[src/rtl/doitgen_aout_unpacker_if.sv]
// doitgen_aout_unpacker_if
//   Stream bundle between a packed-word producer, the unpacker and an
//   element consumer.
//   in_*  : packed word channel (valid/ready), lane 0 in the MSB byte.
//   out_* : unpacked element channel (valid/ready) with (r,q,p) tag and
//           end-of-frame marker.
//   master : the environment side (drives words, accepts elements).
//   slave  : the unpacker side.
interface doitgen_aout_unpacker_if #(
  parameter int DATA_W = 32,
  parameter int LANE_W = 8,
  parameter int DIM_W  = 8
);
  logic              in_valid;
  logic              in_ready;
  logic [DATA_W-1:0] in_data;
  logic              out_valid;
  logic              out_ready;
  logic [LANE_W-1:0] out_data;
  logic [DIM_W-1:0]  out_r;
  logic [DIM_W-1:0]  out_q;
  logic [DIM_W-1:0]  out_p;
  logic              out_last;

  modport master (
    output in_valid, in_data, out_ready,
    input  in_ready, out_valid, out_data, out_r, out_q, out_p, out_last
  );

  modport slave (
    input  in_valid, in_data, out_ready,
    output in_ready, out_valid, out_data, out_r, out_q, out_p, out_last
  );
endinterface

[src/rtl/doitgen_aout_unpacker.sv]
// doitgen_aout_unpacker
//   Receiver-side drain for the doitgen result stream. Accepts packed
//   DATA_W-bit Aout words and emits their four LANE_W-bit elements one per
//   handshake, tagged with (r,q,p), for a frame of nr*nq*np elements.
//   Lanes of the final word beyond the last element are dropped.
//
// Ports
//   clk, rst_n    : clock, asynchronous active-low reset
//   start         : one-cycle frame start, honoured only when idle
//   nr, nq, np    : frame dimensions, latched on accepted start
//   bus (slave)   : in_* word channel and out_* element channel
//   busy          : frame in progress
//   done          : one-cycle pulse at frame completion
//   checksum      : (AOUT_CHECKSUM_EN only) mod-2^16 sum of accepted
//                   elements, valid from done until the next start
//
// Build option
//   AOUT_CHECKSUM_EN : adds the checksum port and accumulator.
module doitgen_aout_unpacker #(
  parameter int DATA_W = 32,
  parameter int LANE_W = 8,
  parameter int DIM_W  = 8
) (
  input  logic             clk,
  input  logic             rst_n,
  input  logic             start,
  input  logic [DIM_W-1:0] nr,
  input  logic [DIM_W-1:0] nq,
  input  logic [DIM_W-1:0] np,
  doitgen_aout_unpacker_if.slave bus,
  output logic             busy,
`ifdef AOUT_CHECKSUM_EN
  output logic             done,
  output logic [15:0]      checksum
`else
  output logic             done
`endif
);

  localparam logic [1:0] IDLE = 2'd0;
  localparam logic [1:0] RECV = 2'd1;
  localparam logic [1:0] EMIT = 2'd2;
  localparam logic [1:0] DONE = 2'd3;

  localparam logic [DIM_W-1:0] ONE = DIM_W'(1);

  logic [1:0]        state;
  logic [DIM_W-1:0]  nr_l, nq_l, np_l;
  logic [DIM_W-1:0]  r, q, p;
  logic [1:0]        lane;
  logic [DATA_W-1:0] word;

  logic p_wrap, q_wrap, at_last, emit_fire;

  assign p_wrap    = (p == np_l - ONE);
  assign q_wrap    = (q == nq_l - ONE);
  assign at_last   = (r == nr_l - ONE) && q_wrap && p_wrap;
  assign emit_fire = (state == EMIT) && bus.out_ready;

  assign bus.in_ready  = (state == RECV);
  assign bus.out_valid = (state == EMIT);
  assign bus.out_last  = (state == EMIT) && at_last;
  assign bus.out_r     = r;
  assign bus.out_q     = q;
  assign bus.out_p     = p;
  assign busy          = (state != IDLE);
  assign done          = (state == DONE);

  // Lane 0 occupies the most-significant byte of the held word.
  always_comb begin
    bus.out_data = '0;
    case (lane)
      2'd0:    bus.out_data = word[4*LANE_W-1 -: LANE_W];
      2'd1:    bus.out_data = word[3*LANE_W-1 -: LANE_W];
      2'd2:    bus.out_data = word[2*LANE_W-1 -: LANE_W];
      default: bus.out_data = word[LANE_W-1 -: LANE_W];
    endcase
  end

  always_ff @(posedge clk or negedge rst_n) begin
    if (!rst_n) begin
      state <= IDLE;
      nr_l  <= '0;
      nq_l  <= '0;
      np_l  <= '0;
      r     <= '0;
      q     <= '0;
      p     <= '0;
      lane  <= '0;
      word  <= '0;
    end else begin
      case (state)
        IDLE: begin
          if (start) begin
            nr_l <= nr;
            nq_l <= nq;
            np_l <= np;
            r    <= '0;
            q    <= '0;
            p    <= '0;
            lane <= '0;
            if (nr == '0 || nq == '0 || np == '0) state <= DONE;
            else                                  state <= RECV;
          end
        end
        RECV: begin
          if (bus.in_valid) begin
            word  <= bus.in_data;
            lane  <= '0;
            state <= EMIT;
          end
        end
        EMIT: begin
          if (bus.out_ready) begin
            // p innermost, then q, then r; r may step to nr on the final
            // element, which is harmless since the frame ends there.
            if (p_wrap) begin
              p <= '0;
              if (q_wrap) begin
                q <= '0;
                r <= r + ONE;
              end else begin
                q <= q + ONE;
              end
            end else begin
              p <= p + ONE;
            end
            if (at_last)           state <= DONE;
            else if (lane == 2'd3) state <= RECV;
            else                   lane  <= lane + 2'd1;
          end
        end
        default: state <= IDLE;
      endcase
    end
  end

`ifdef AOUT_CHECKSUM_EN
  always_ff @(posedge clk or negedge rst_n) begin
    if (!rst_n)
      checksum <= '0;
    else if (state == IDLE && start)
      checksum <= '0;
    else if (emit_fire)
      checksum <= checksum + 16'(bus.out_data);
  end
`endif

endmodule
[src/flat_wrapper.sv]
// flat-port wrapper written by rule: the top's interface ports become plain ports
module doitgen_aout_unpacker_flat 
#(
  parameter int DATA_W = 32,
  parameter int LANE_W = 8,
  parameter int DIM_W  = 8
)
  (clk, rst_n, start, nr, nq, np, busy, done, bus_in_valid, bus_in_data, bus_out_ready, bus_in_ready, bus_out_valid, bus_out_data, bus_out_r, bus_out_q, bus_out_p, bus_out_last);
  doitgen_aout_unpacker_if #(.DATA_W(DATA_W), .LANE_W(LANE_W), .DIM_W(DIM_W)) bus_i ();
  input  logic clk;
  input  logic rst_n;
  input  logic start;
  input  logic [DIM_W-1:0] nr;
  input  logic [DIM_W-1:0] nq;
  input  logic [DIM_W-1:0] np;
  output logic busy;
  output logic done;
  input wire logic [$bits(bus_i.in_valid)-1:0] bus_in_valid;
  input wire logic [$bits(bus_i.in_data)-1:0] bus_in_data;
  input wire logic [$bits(bus_i.out_ready)-1:0] bus_out_ready;
  output wire logic [$bits(bus_i.in_ready)-1:0] bus_in_ready;
  output wire logic [$bits(bus_i.out_valid)-1:0] bus_out_valid;
  output wire logic [$bits(bus_i.out_data)-1:0] bus_out_data;
  output wire logic [$bits(bus_i.out_r)-1:0] bus_out_r;
  output wire logic [$bits(bus_i.out_q)-1:0] bus_out_q;
  output wire logic [$bits(bus_i.out_p)-1:0] bus_out_p;
  output wire logic [$bits(bus_i.out_last)-1:0] bus_out_last;
  assign bus_i.in_valid = bus_in_valid;
  assign bus_i.in_data = bus_in_data;
  assign bus_i.out_ready = bus_out_ready;
  assign bus_in_ready = bus_i.in_ready;
  assign bus_out_valid = bus_i.out_valid;
  assign bus_out_data = bus_i.out_data;
  assign bus_out_r = bus_i.out_r;
  assign bus_out_q = bus_i.out_q;
  assign bus_out_p = bus_i.out_p;
  assign bus_out_last = bus_i.out_last;
  doitgen_aout_unpacker #(.DATA_W(DATA_W), .LANE_W(LANE_W), .DIM_W(DIM_W)) u_core (.clk(clk), .rst_n(rst_n), .start(start), .nr(nr), .nq(nq), .np(np), .bus(bus_i), .busy(busy), .done(done));
endmodule
[config.mk]
export PLATFORM = sky130hd
export DESIGN_NAME = doitgen_aout_unpacker_flat
export DESIGN_NICKNAME = d
export VERILOG_FILES = /design/src/rtl/doitgen_aout_unpacker_if.sv /design/src/rtl/doitgen_aout_unpacker.sv /design/src/flat_wrapper.sv
export SDC_FILE = /design/constraint.sdc
export NUM_CORES = 1
export LEC_CHECK = 0
export ABC_AREA = 0
export CORE_UTILIZATION = 40
export CTS_CLUSTER_DIAMETER = 60
export CTS_CLUSTER_SIZE = 10
export DETAILED_ROUTE_END_ITERATION = 12
export PLACE_DENSITY_LB_ADDON = 0.25
export SLEW_MARGIN = 25
export SYNTH_ARGS = -nofsm -noshare
export SYNTH_HDL_FRONTEND = slang
export SYNTH_SLANG_ARGS = --single-unit
[constraint.sdc]
create_clock -name clk -period 3.1 [get_ports clk]
set_input_delay 0.62 -clock clk [delete_from_list [all_inputs] [get_ports clk]]
set_output_delay 0.62 -clock clk [all_outputs]
set_load 0.02 [all_outputs]
# Word level (Yosys, flattened, before mapping)
# Index checks and enable logic that the tools add are counted.
# W data, S select, Z words.
[op_classes] addsub=7 multipliers=0 div_mod_pow=0 magnitude_cmp=0 n_eq_ne=17 n_shift=0 mux=26 bitwise_logic=0 reduce_logical=20
[op_table] operator="$mux W8" count=9
[op_table] operator="$pmux W8 S2" count=3
[op_table] operator="$add A8 B1 Y8 const B" count=3
[op_table] operator="$eq A8 B8 Y1" count=3
[op_table] operator="$logic_not A8 Y1" count=3
[op_table] operator="$pmux W8 S3" count=1
[op_table] operator="$sub A8 B1 Y8 const B" count=3
[op_table] operator="$mux W2" count=11
[op_table] operator="$pmux W2 S3" count=2
[op_table] operator="$ne A2 B2 Y1 const B" count=5
[op_table] operator="$eq A2 B2 Y1 const B" count=4
[op_table] operator="$reduce_and A4 Y1" count=2
[op_table] operator="$reduce_and A6 Y1" count=1
[op_table] operator="$reduce_and A5 Y1" count=1
[op_table] operator="$eq A2 B1 Y1 const B" count=2
[op_table] operator="$logic_not A2 Y1" count=2
[op_table] operator="$ne A2 B1 Y1 const B" count=2
[op_table] operator="$reduce_and A2 Y1" count=2
[op_table] operator="$reduce_bool A2 Y1" count=2
[op_table] operator="$logic_and A1 B1 Y1" count=3
[op_table] operator="$ne A3 B1 Y1 const B" count=1
[op_table] operator="$reduce_and A3 Y1" count=1
[op_table] operator="$reduce_bool A3 Y1" count=1
[op_table] operator="$add A2 B1 Y2 const B" count=1
[op_table] operator="$logic_or A1 B1 Y1" count=2
[totals] register_bits=84 latch_bits=0 mem_bits_rw=0 rom_bits=0 output_inout_bits=37 wordCells=79 memories=0

# Longest topological paths before layout
# Gate-level depths: netlist of run 1.
[logic_depth] word_depth=7 ltp_mapped=11

# Worst setup path before layout of run 1
# Ideal clock, no wire load.
[synth_timing] path_kind="register to output" startpoint="register u_core.nr_l[0]" endpoint="output port bus_out_last" t_arrival_ns=2.349 path_slack_ns=0.131 stages_incl_launch_ff=10 path_cell_list="dfrtp_1 > inv_1 > ha_1 > or3b_2 > or3_1 > xnor2_1 > nand2_1 > a211oi_1 > nand4_1 > nor2_1"
[synth_between] elab_chain_cells=5
[synth_rtl] element="from (decl)" line_no="doitgen_aout_unpacker.sv:48" text="logic [DIM_W-1:0] nr_l, nq_l, np_l;"
[synth_rtl] element="from (signal assigned)" line_no="doitgen_aout_unpacker.sv:95" text="nr_l <= nr;"
[synth_rtl] element="$sub A8 B1 Y8" line_no="doitgen_aout_unpacker.sv:57" text="assign at_last = (r == nr_l - ONE) && q_wrap && p_wrap;"
[synth_rtl] element="$eq A8 B8 Y1" line_no="doitgen_aout_unpacker.sv:57"
[synth_rtl] element="$logic_and A1 B1 Y1 (2 in a row)" line_no="doitgen_aout_unpacker.sv:57"
[synth_rtl] element="$logic_and A1 B1 Y1" line_no="doitgen_aout_unpacker.sv:62" text="assign bus.out_last = (state == EMIT) && at_last;"
[synth_rtl] element="to (decl)" line_no="flat_wrapper.sv:27" text="output wire logic [$bits(bus_i.out_last)-1:0] bus_out_last;"
# Every way passes these cells.

# Worst setup path in the final report of run 1
[layout_timing] startpoint="register u_core.nq_l[0]" endpoint="output port bus_out_last"
[layout_between] elab_chain_cells=5
[layout_rtl] element="from (decl)" line_no="doitgen_aout_unpacker.sv:48"
[layout_rtl] element="from (signal assigned)" line_no="doitgen_aout_unpacker.sv:96" text="nq_l <= nq;"
[layout_rtl] element="$sub A8 B1 Y8" line_no="doitgen_aout_unpacker.sv:56" text="assign q_wrap = (q == nq_l - ONE);"
[layout_rtl] element="$eq A8 B8 Y1" line_no="doitgen_aout_unpacker.sv:56"
[layout_rtl] element="$logic_and A1 B1 Y1 (2 in a row)" line_no="doitgen_aout_unpacker.sv:57"
[layout_rtl] element="$logic_and A1 B1 Y1" line_no="doitgen_aout_unpacker.sv:62"
# Every way passes these cells.

==> key figures, run 1 <==
Cells and area
  – # nets final: 635
  – Cell area after layout: 0.00629 mm²
  – Fraction of layout instances using a drive strength above 1: 21.3%
  – Synthesis-to-layout area growth: 36.2%
  – Diode count: 0
  – Final standard cell utilization of the core: 57.0%
  – Final cell count without fillers: 709

Die
  – Die Span Y: around 110 µm
  – Number of rows created at floorplan: 38
  – DIE WIDTH: 109 µm
  – Die area: between 0.01 and 0.015 mm²
  – Initial core utilization: 41.8%
  – Num ports: 98
  – Placeable core region: 0.0110 mm²

Logic synthesis
  – Syn Nets: 510
  – Warning count from the yosys run: 0
  – Post-synthesis sequential element count: 84
  – Share of synthesized area occupied by flip-flops and latches: between 40% and 50%
  – Fraction of registers with async set or reset after synthesis: 100%
  – Synth Instances: roughly 440
  – Post-synth EDFFs: 0
  – Number of unique standard cell types used by synthesis: 50
  – Synth Area per Inst: 10.5 µm²
  – Top FF cell, synth: dfrtp_1
  – Post-synthesis cell area: 0.00462 mm²

STA
  – Worst max-slew margin expressed relative to the limit: 49.7%
  – Highest achievable clock rate: 0.321 GHz
  – Final period utilization: 100%
  – PnR worst setup slack: -0.0113 ns
  – Max Transition Viols Final: 0
  – Final critical delay including setup and external delays: 3.11 ns
  – Setup violations, final: 1
  – Final Hold Vio Count: 0
  – RSZ-0062 raised after global routing: true
  – Skew final: 0.00401 ns
  – Transition time at the pin with the least slew margin: 0.754 ns

Clocking
  – H-tree depth: 3
  – Buffer depth of the longest clock path: 2
  – Clock tree from TritonCTS: yes
  – Hold buffer count at CTS: 0
  – Clock-pin slew on the worst setup and hold paths: 0.06 ns
  – Total clock sinks: 84
  – Root Driver: clkbuf_16
  – Number of CTS-inserted buffers: 9
  – Latest clock arrival within the worst-skew pair: 0.34 ns

Worst setup path
  – Category of the worst setup path launch point: flip-flop
  – Maximum fanout encountered on the critical timing path: 2
  – Critical path data required time: 2.48 ns
  – Cell occurring most often along the worst timing path: buf_4
  – Element type at the critical path end: primary output
  – Worst path cell trace: inv_1, ha_1, or3b_4, buf_4, nor2_2, a32oi_2, a311oi_4, nand4_1, nor2_1, buf_4
  – Delay of the slowest cell on the worst path: 0.39 ns
  – Slowest stage cell, crit path: or3b_4
  – Arrival time of the worst setup path: 2.49 ns
  – Worst setup path category: flip-flop to primary output

Drt
  – Post-route DRC: 0
  – Via Count: between 3000 and 4000
  – DRT Pass-1 Iters: 7
  – Average detailed-routed wire length per instance: around 17 µm
  – Final wirelength: 12.0 mm
  – Number of design-rule violations left by the first detailed-router iteration: 246
  – Routed Antenna Nets: 0
  – Vias per cell: 5.48

Worst hold path
  – Type of the most critical hold path: primary input to asynchronous set/reset pin

Global route
  – Antenna violations before repair: 0
  – Via count of the first global-routing pass: 3915
  – Overall overflow remaining after global route: 0
  – First-pass GRT wire length: between 15 and 20 mm
  – Aggregate global-route resource usage: between 20% and 30%
  – Largest net degree at the start of global routing: 57

Placed design
  – Placed standard-cell area: 0.00597 mm²
  – HPWL Detailed: 8.78 mm
  – Post-Place Cells: 693
  – Global placer's final weighted congestion: around 0.82
  – Count of input and output buffers: 97

Power and ir drop
  – Total power: 5.75 mW
  – Power density relative to cell area: 914 mW/mm²
  – Static leakage: 2.64 nW
  – Largest vdd supply drop: 0.745 mV

Outcome
  – Status: finished, violations left
  – Failing checks: setup timing

Run
  – Number of max-cap violations: 0
layer usage:
metal  part of all wire (%)  GRT usage (%)  vias up  wire (µm)
li1                       -              -     1863          -
met1                     45           27.2     1907       5360
met2                     48           35.1      102       5730
met3                    6.1           5.39       12        734
met4                    1.3           7.33        0        157
met5                      0              0        -          0
final timing paths:
check                                           start                         endpoint  slack (ns)  cells after the start
max in group asynchronous                       rst_n      u_core.state[1]$_DFFE_PN0P_        2.12                      2
min                                             rst_n  u_core.bus.out_p[7]$_DFFE_PN0P_        0.35                      1
min reg2reg                u_core.word[5]$_DFFE_PN0P_       u_core.word[5]$_DFFE_PN0P_        0.51                      1
min in group clk           u_core.word[5]$_DFFE_PN0P_       u_core.word[5]$_DFFE_PN0P_        0.51                      1
max reg2reg                u_core.nq_l[0]$_DFFE_PN0P_  u_core.bus.out_r[5]$_DFFE_PN0P_        0.22                     12
max                        u_core.nq_l[0]$_DFFE_PN0P_                     bus_out_last       -0.01                     10
synth_stat cells, drive strengths merged (11+ instances only):
cell type / n / share of area (%)
dfrtp: 84 / 46
a21oi: 13 / 1.4
inv: 25 / 2.0
clkbuf: 11 / 0.89
nor2: 16 / 1.4
nand2: 24 / 2.0
mux2i: 13 / 2.8
xnor2: 15 / 2.8
nor3: 13 / 1.5
nand3: 16 / 1.7
mux2: 51 / 12
xor2: 13 / 2.5
o21ai: 31 / 3.4
stage by stage:
stage | TNS [ns] | hold slack, ns | setup slack [ns]
2_1_floorplan | 0 | 0.324 | 0.131
6_report | -0.0113 | 0.351 | -0.0113
4_1_cts | -0.0237 | 0.370 | -0.0237
5_1_grt | -0.109 | 0.409 | -0.109
3_5_place_dp | -0.293 | 0.494 | -0.293
3_3_place_gp | -0.279 | 0.487 | -0.279
repair_timing:
item / in CTS / in global routing
endpoints found under the setup margin: 1 / 1
resized for setup: 9 / 3
setup buffers: 0 / 0
pin swaps: 4 / 2
cells by family after synthesis:
family,Yosys count,share of synthesized area [%]
AND/OR/NAND/NOR,124,14.9
AO/OA/AOI/OAI,86,12.7
flip-flops,84,45.5
multiplexers,64,15.3
buffers and inverters,43,3.58
XOR/XNOR,28,5.31
adder cells (fa/ha/maj),10,2.71
report_power, final:
group	internal (mW)	total (mW)	switching [mW]
Combinational	1.41	2.78	1.37
Sequential	1.52	1.91	0.380
Clock	0.581	1.06	0.482
Total	3.51	5.75	2.23
flip-flops by register name, summed over array words and instances, names as in the netlist:
name	count
u_core.nr_l	8
u_core.bus.out_p	8
u_core.lane	2
u_core.bus.out_r	8
u_core.nq_l	8
u_core.word	32
u_core.np_l	8
u_core.state	2
u_core.bus.out_q	8
final cells by class:
| class | count | area [µm²] |
|---|---|---|
| sequential | 84 | 2100 |
| multi-input combinational | 312 | 2380 |
| clock buffer | 10 | 239 |
| fill | 968 | 4740 |
| timing repair buffer | 132 | 1240 |
| inverter | 25 | 93.8 |
| clock inverter | 6 | 53.8 |
| tap | 140 | 175 |
cells in the final DEF, fill, tap and decap left out, types with 8 or more instances in the layout:
master,count
a21oi_1,13
a222oi_1,8
nand3_1,16
xnor2_1,15
nor3_1,12
o21ai_0,31
buf_4,36
inv_1,24
mux2i_1,13
nor2_1,13
mux2_2,51
dfrtp_1,84
nand2_1,24
xor2_1,13
nor4_1,8
clkdlybuf4s50_1,95
ha_1,9
nand2b_1,10
clkbuf_16,9
worst max-delay path: cells and delay by family, from the launching register on:
family          cells  cell delay [ns]
flops               1             0.38
fa+ha+maj           1             0.17
compound gates      2             0.44
simple gates        4             0.78
buf+inv             3             0.39
No activity file was read; power rests on OpenSTA's default activity.
==> run 2, diff against run 1 <==
--- a/config.mk
+++ b/config.mk
@@ -6,6 +6,7 @@
 export NUM_CORES = 1
 export LEC_CHECK = 0
 export ABC_AREA = 0
+export CORE_MARGIN = 1.5
 export CORE_UTILIZATION = 40
 export CTS_CLUSTER_DIAMETER = 60
 export CTS_CLUSTER_SIZE = 10
==> key figures, run 2 (same netlist as run 1, synthesis figures left out) <==
Die
  – Die area: 0.0122 mm² (+1.8%)
  – Number of rows created at floorplan: 39 (+2.6%)
  – Num ports: 98 (unchanged)
  – DIE WIDTH: 110 µm (+0.91%)
  – Placeable core region: 0.0113 mm² (+2.6%)
  – Initial core utilization: 40.8% (-1.1 points)
  – Die Span Y: 110 µm (+0.91%)

STA
  – Max Transition Viols Final: 0 (unchanged)
  – Setup violations, final: 1 (unchanged)
  – Final period utilization: 102% (+1.4 points)
  – PnR worst setup slack: -0.0533 ns (-0.0419 ns)
  – Transition time at the pin with the least slew margin: 0.648 ns (-0.106 ns)
  – RSZ-0062 raised after global routing: true
  – Final Hold Vio Count: 0 (unchanged)
  – Final critical delay including setup and external delays: 3.15 ns (+0.0419 ns)
  – Worst max-slew margin expressed relative to the limit: 56.8% (+7.0 points)
  – Skew final: 0.00798 ns (+0.00397 ns)
  – Highest achievable clock rate: 0.317 GHz (-1.3%)

Power and ir drop
  – Proportion of power drawn by flip-flops and latches: 33.4% (+0.2 points)
  – Switching share of power: 38.2% (-0.65 points)
  – Largest vdd supply drop: 0.752 mV (+0.87%)
  – Static leakage: 2.64 nW (about the same)
  – Combinational share of power: 48.1% (-0.2 points)
  – Clock power frac: 18.5% (about the same)
  – Power density relative to cell area: 911 mW/mm² (-0.37%)
  – Switching power total: 2.18 mW (-2.1%)
  – Cell-internal power: 3.54 mW (+0.61%)
  – Total power: 5.72 mW (-0.45%)

Cells and area
  – Number of flip-flops under the largest register name: 32 (unchanged)
  – # nets final: 633 (-0.31%)
  – Register ranked first by flip-flop count: u_core.word
  – Synthesis-to-layout area growth: 36.1% (about the same)
  – Diode count: 0 (unchanged)
  – Commonest non-fill, non-tap cell in the layout: clkdlybuf4s50_1
  – Commonest non-fill, non-tap cells in the layout: clkdlybuf4s50_1 (94), dfrtp_1 (84), mux2_2 (51)
  – Fraction of layout instances using a drive strength above 1: 21.2% (-0.10 points)

Placed design
  – Count of input and output buffers: 97 (unchanged)
  – Global placer's final weighted congestion: 0.797 (-2.3%)
  – HPWL Detailed: 8.47 mm (-3.6%)
  – Setup slack at placement: -0.389 ns (-0.0956 ns)

Drt
  – DRT Pass-1 Iters: 5 (-2)
  – Final wirelength: 11.7 mm (-2.8%)
  – Routed Antenna Nets: 0 (unchanged)
  – Average detailed-routed wire length per instance: 16.4 µm (-2.9%)
  – Via Count: 3853 (-0.80%)
  – Vias per cell: 5.43 (-0.94%)
  – Number of design-rule violations left by the first detailed-router iteration: 231 (-6.1%)
  – Post-route DRC: 0 (unchanged)

Worst setup path
  – Critical path data required time: 2.48 ns (about the same)
  – Arrival time of the worst setup path: 2.53 ns (+0.04 ns)
  – Worst setup path category: flip-flop to primary output
  – Slowest stage cell, crit path: dfrtp_1
  – Element type at the critical path end: primary output
  – Maximum fanout encountered on the critical timing path: 2 (unchanged)
  – Category of the worst setup path launch point: flip-flop
  – Delay of the slowest cell on the worst path: 0.39 ns (about the same)
  – Worst path cell trace: inv_2, ha_4, or3b_4, or3_4, xnor2_2, nand2_1, a211oi_2, nand4_1, nor2_1, buf_4

Global route
  – Antenna violations before repair: 0 (unchanged)
  – Largest net degree at the start of global routing: 49 (-14%)
  – First-pass GRT wire length: 19.5 mm (+1.6%)
  – Overall overflow remaining after global route: 0 (unchanged)
  – Aggregate global-route resource usage: 19.8% (-1.5 points)
  – Via count of the first global-routing pass: 3955 (+1.0%)

Clocking
  – Hold buffer count at CTS: 0 (unchanged)
  – Root Driver: clkbuf_16
  – Latest clock arrival within the worst-skew pair: 0.35 ns (about the same)
  – Clock-pin slew on the worst setup and hold paths: 0.06 ns (about the same)
  – Buffer depth of the longest clock path: 2 (unchanged)
  – Number of CTS-inserted buffers: 9 (unchanged)
  – Total clock sinks: 84 (unchanged)
  – H-tree depth: 3 (unchanged)
  – Clock tree from TritonCTS: yes

Worst hold path
  – Type of the most critical hold path: primary input to asynchronous set/reset pin

Outcome
  – Status: finished, violations left
  – Failing checks: setup timing

Run
  – Number of max-cap violations: 0 (unchanged)
run 2: layer usage:
metal / global-route usage (%) / vias to the layer above / share of wire, %
met5: 0 / - / 0
met4: 5.90 / 0 / 0.81
met3: 6.64 / 8 / 6.2
met2: 32.4 / 104 / 49
met1: 25.0 / 1876 / 44
li1: - / 1865 / -
run 2: worst paths after layout:
| path | startpoint | endpoint | slack [ns] | cells after the start |
|---|---|---|---|---|
| max in group asynchronous | rst_n | u_core.bus.out_r[6]$_DFFE_PN0P_ | 2.23 | 2 |
| min in group clk | u_core.word[7]$_DFFE_PN0P_ | u_core.word[7]$_DFFE_PN0P_ | 0.50 | 1 |
| max reg2reg | u_core.nq_l[1]$_DFFE_PN0P_ | u_core.bus.out_r[6]$_DFFE_PN0P_ | 0.28 | 11 |
| min | rst_n | u_core.np_l[7]$_DFFE_PN0P_ | 0.25 | 1 |
| max | u_core.nr_l[0]$_DFFE_PN0P_ | bus_out_last | -0.05 | 10 |
| min reg2reg | u_core.word[7]$_DFFE_PN0P_ | u_core.word[7]$_DFFE_PN0P_ | 0.50 | 1 |
run 2: repair_timing:
item / CTS / global route
gates resized for setup: 8 / 6
pin swaps: 5 / 6
buffers inserted: 1 / 2
setup endpoints to repair: 1 / 2
run 2: power by group through the flow:
stage               Combinational, mW  Clock (mW)  Sequential [mW]
finish                           2.75        1.06             1.91
global route                     3.01        1.13             1.97
CTS                              2.73        1.08             1.90
detailed placement               2.69           0             1.92
global placement                 2.62           0             1.90
floorplan                        1.69           0             1.87
run 2: worst max-delay path, delay by kind of cell (launching register included):
family,cells,cell delay [ns]
and+or+nand+nor,5,1.06
xor gates and xnor gates,1,0.13
DFF,1,0.39
adders and majority gates,1,0.13
AOI/OAI and AO/OA,1,0.23
buffers and inverters,2,0.25
run 2: final cells by class:
cell class / count / area (µm²)
Fill cell: 1012 / 5040
Multi-Input combinational cell: 312 / 2380
Inverter: 25 / 93.8
Clock inverter: 5 / 41.3
Clock buffer: 11 / 253
Sequential cell: 84 / 2100
Timing Repair Buffer: 130 / 1230
Tap cell: 143 / 179
run 2: per-stage QoR:
stage	TNS (ns)	cells	cell area (µm²)	util, %	hold slack [ns]
finish	-0.0533	710	6280	55.5	0.247
global route	-0.213	710	6280	55.5	0.280
CTS	-0.112	708	6240	55.1	0.258
detailed placement	-0.389	691	5930	52.4	0.494
global placement	-0.293	691	5930	52.4	0.488
floorplan	0	439	4620	-	0.324
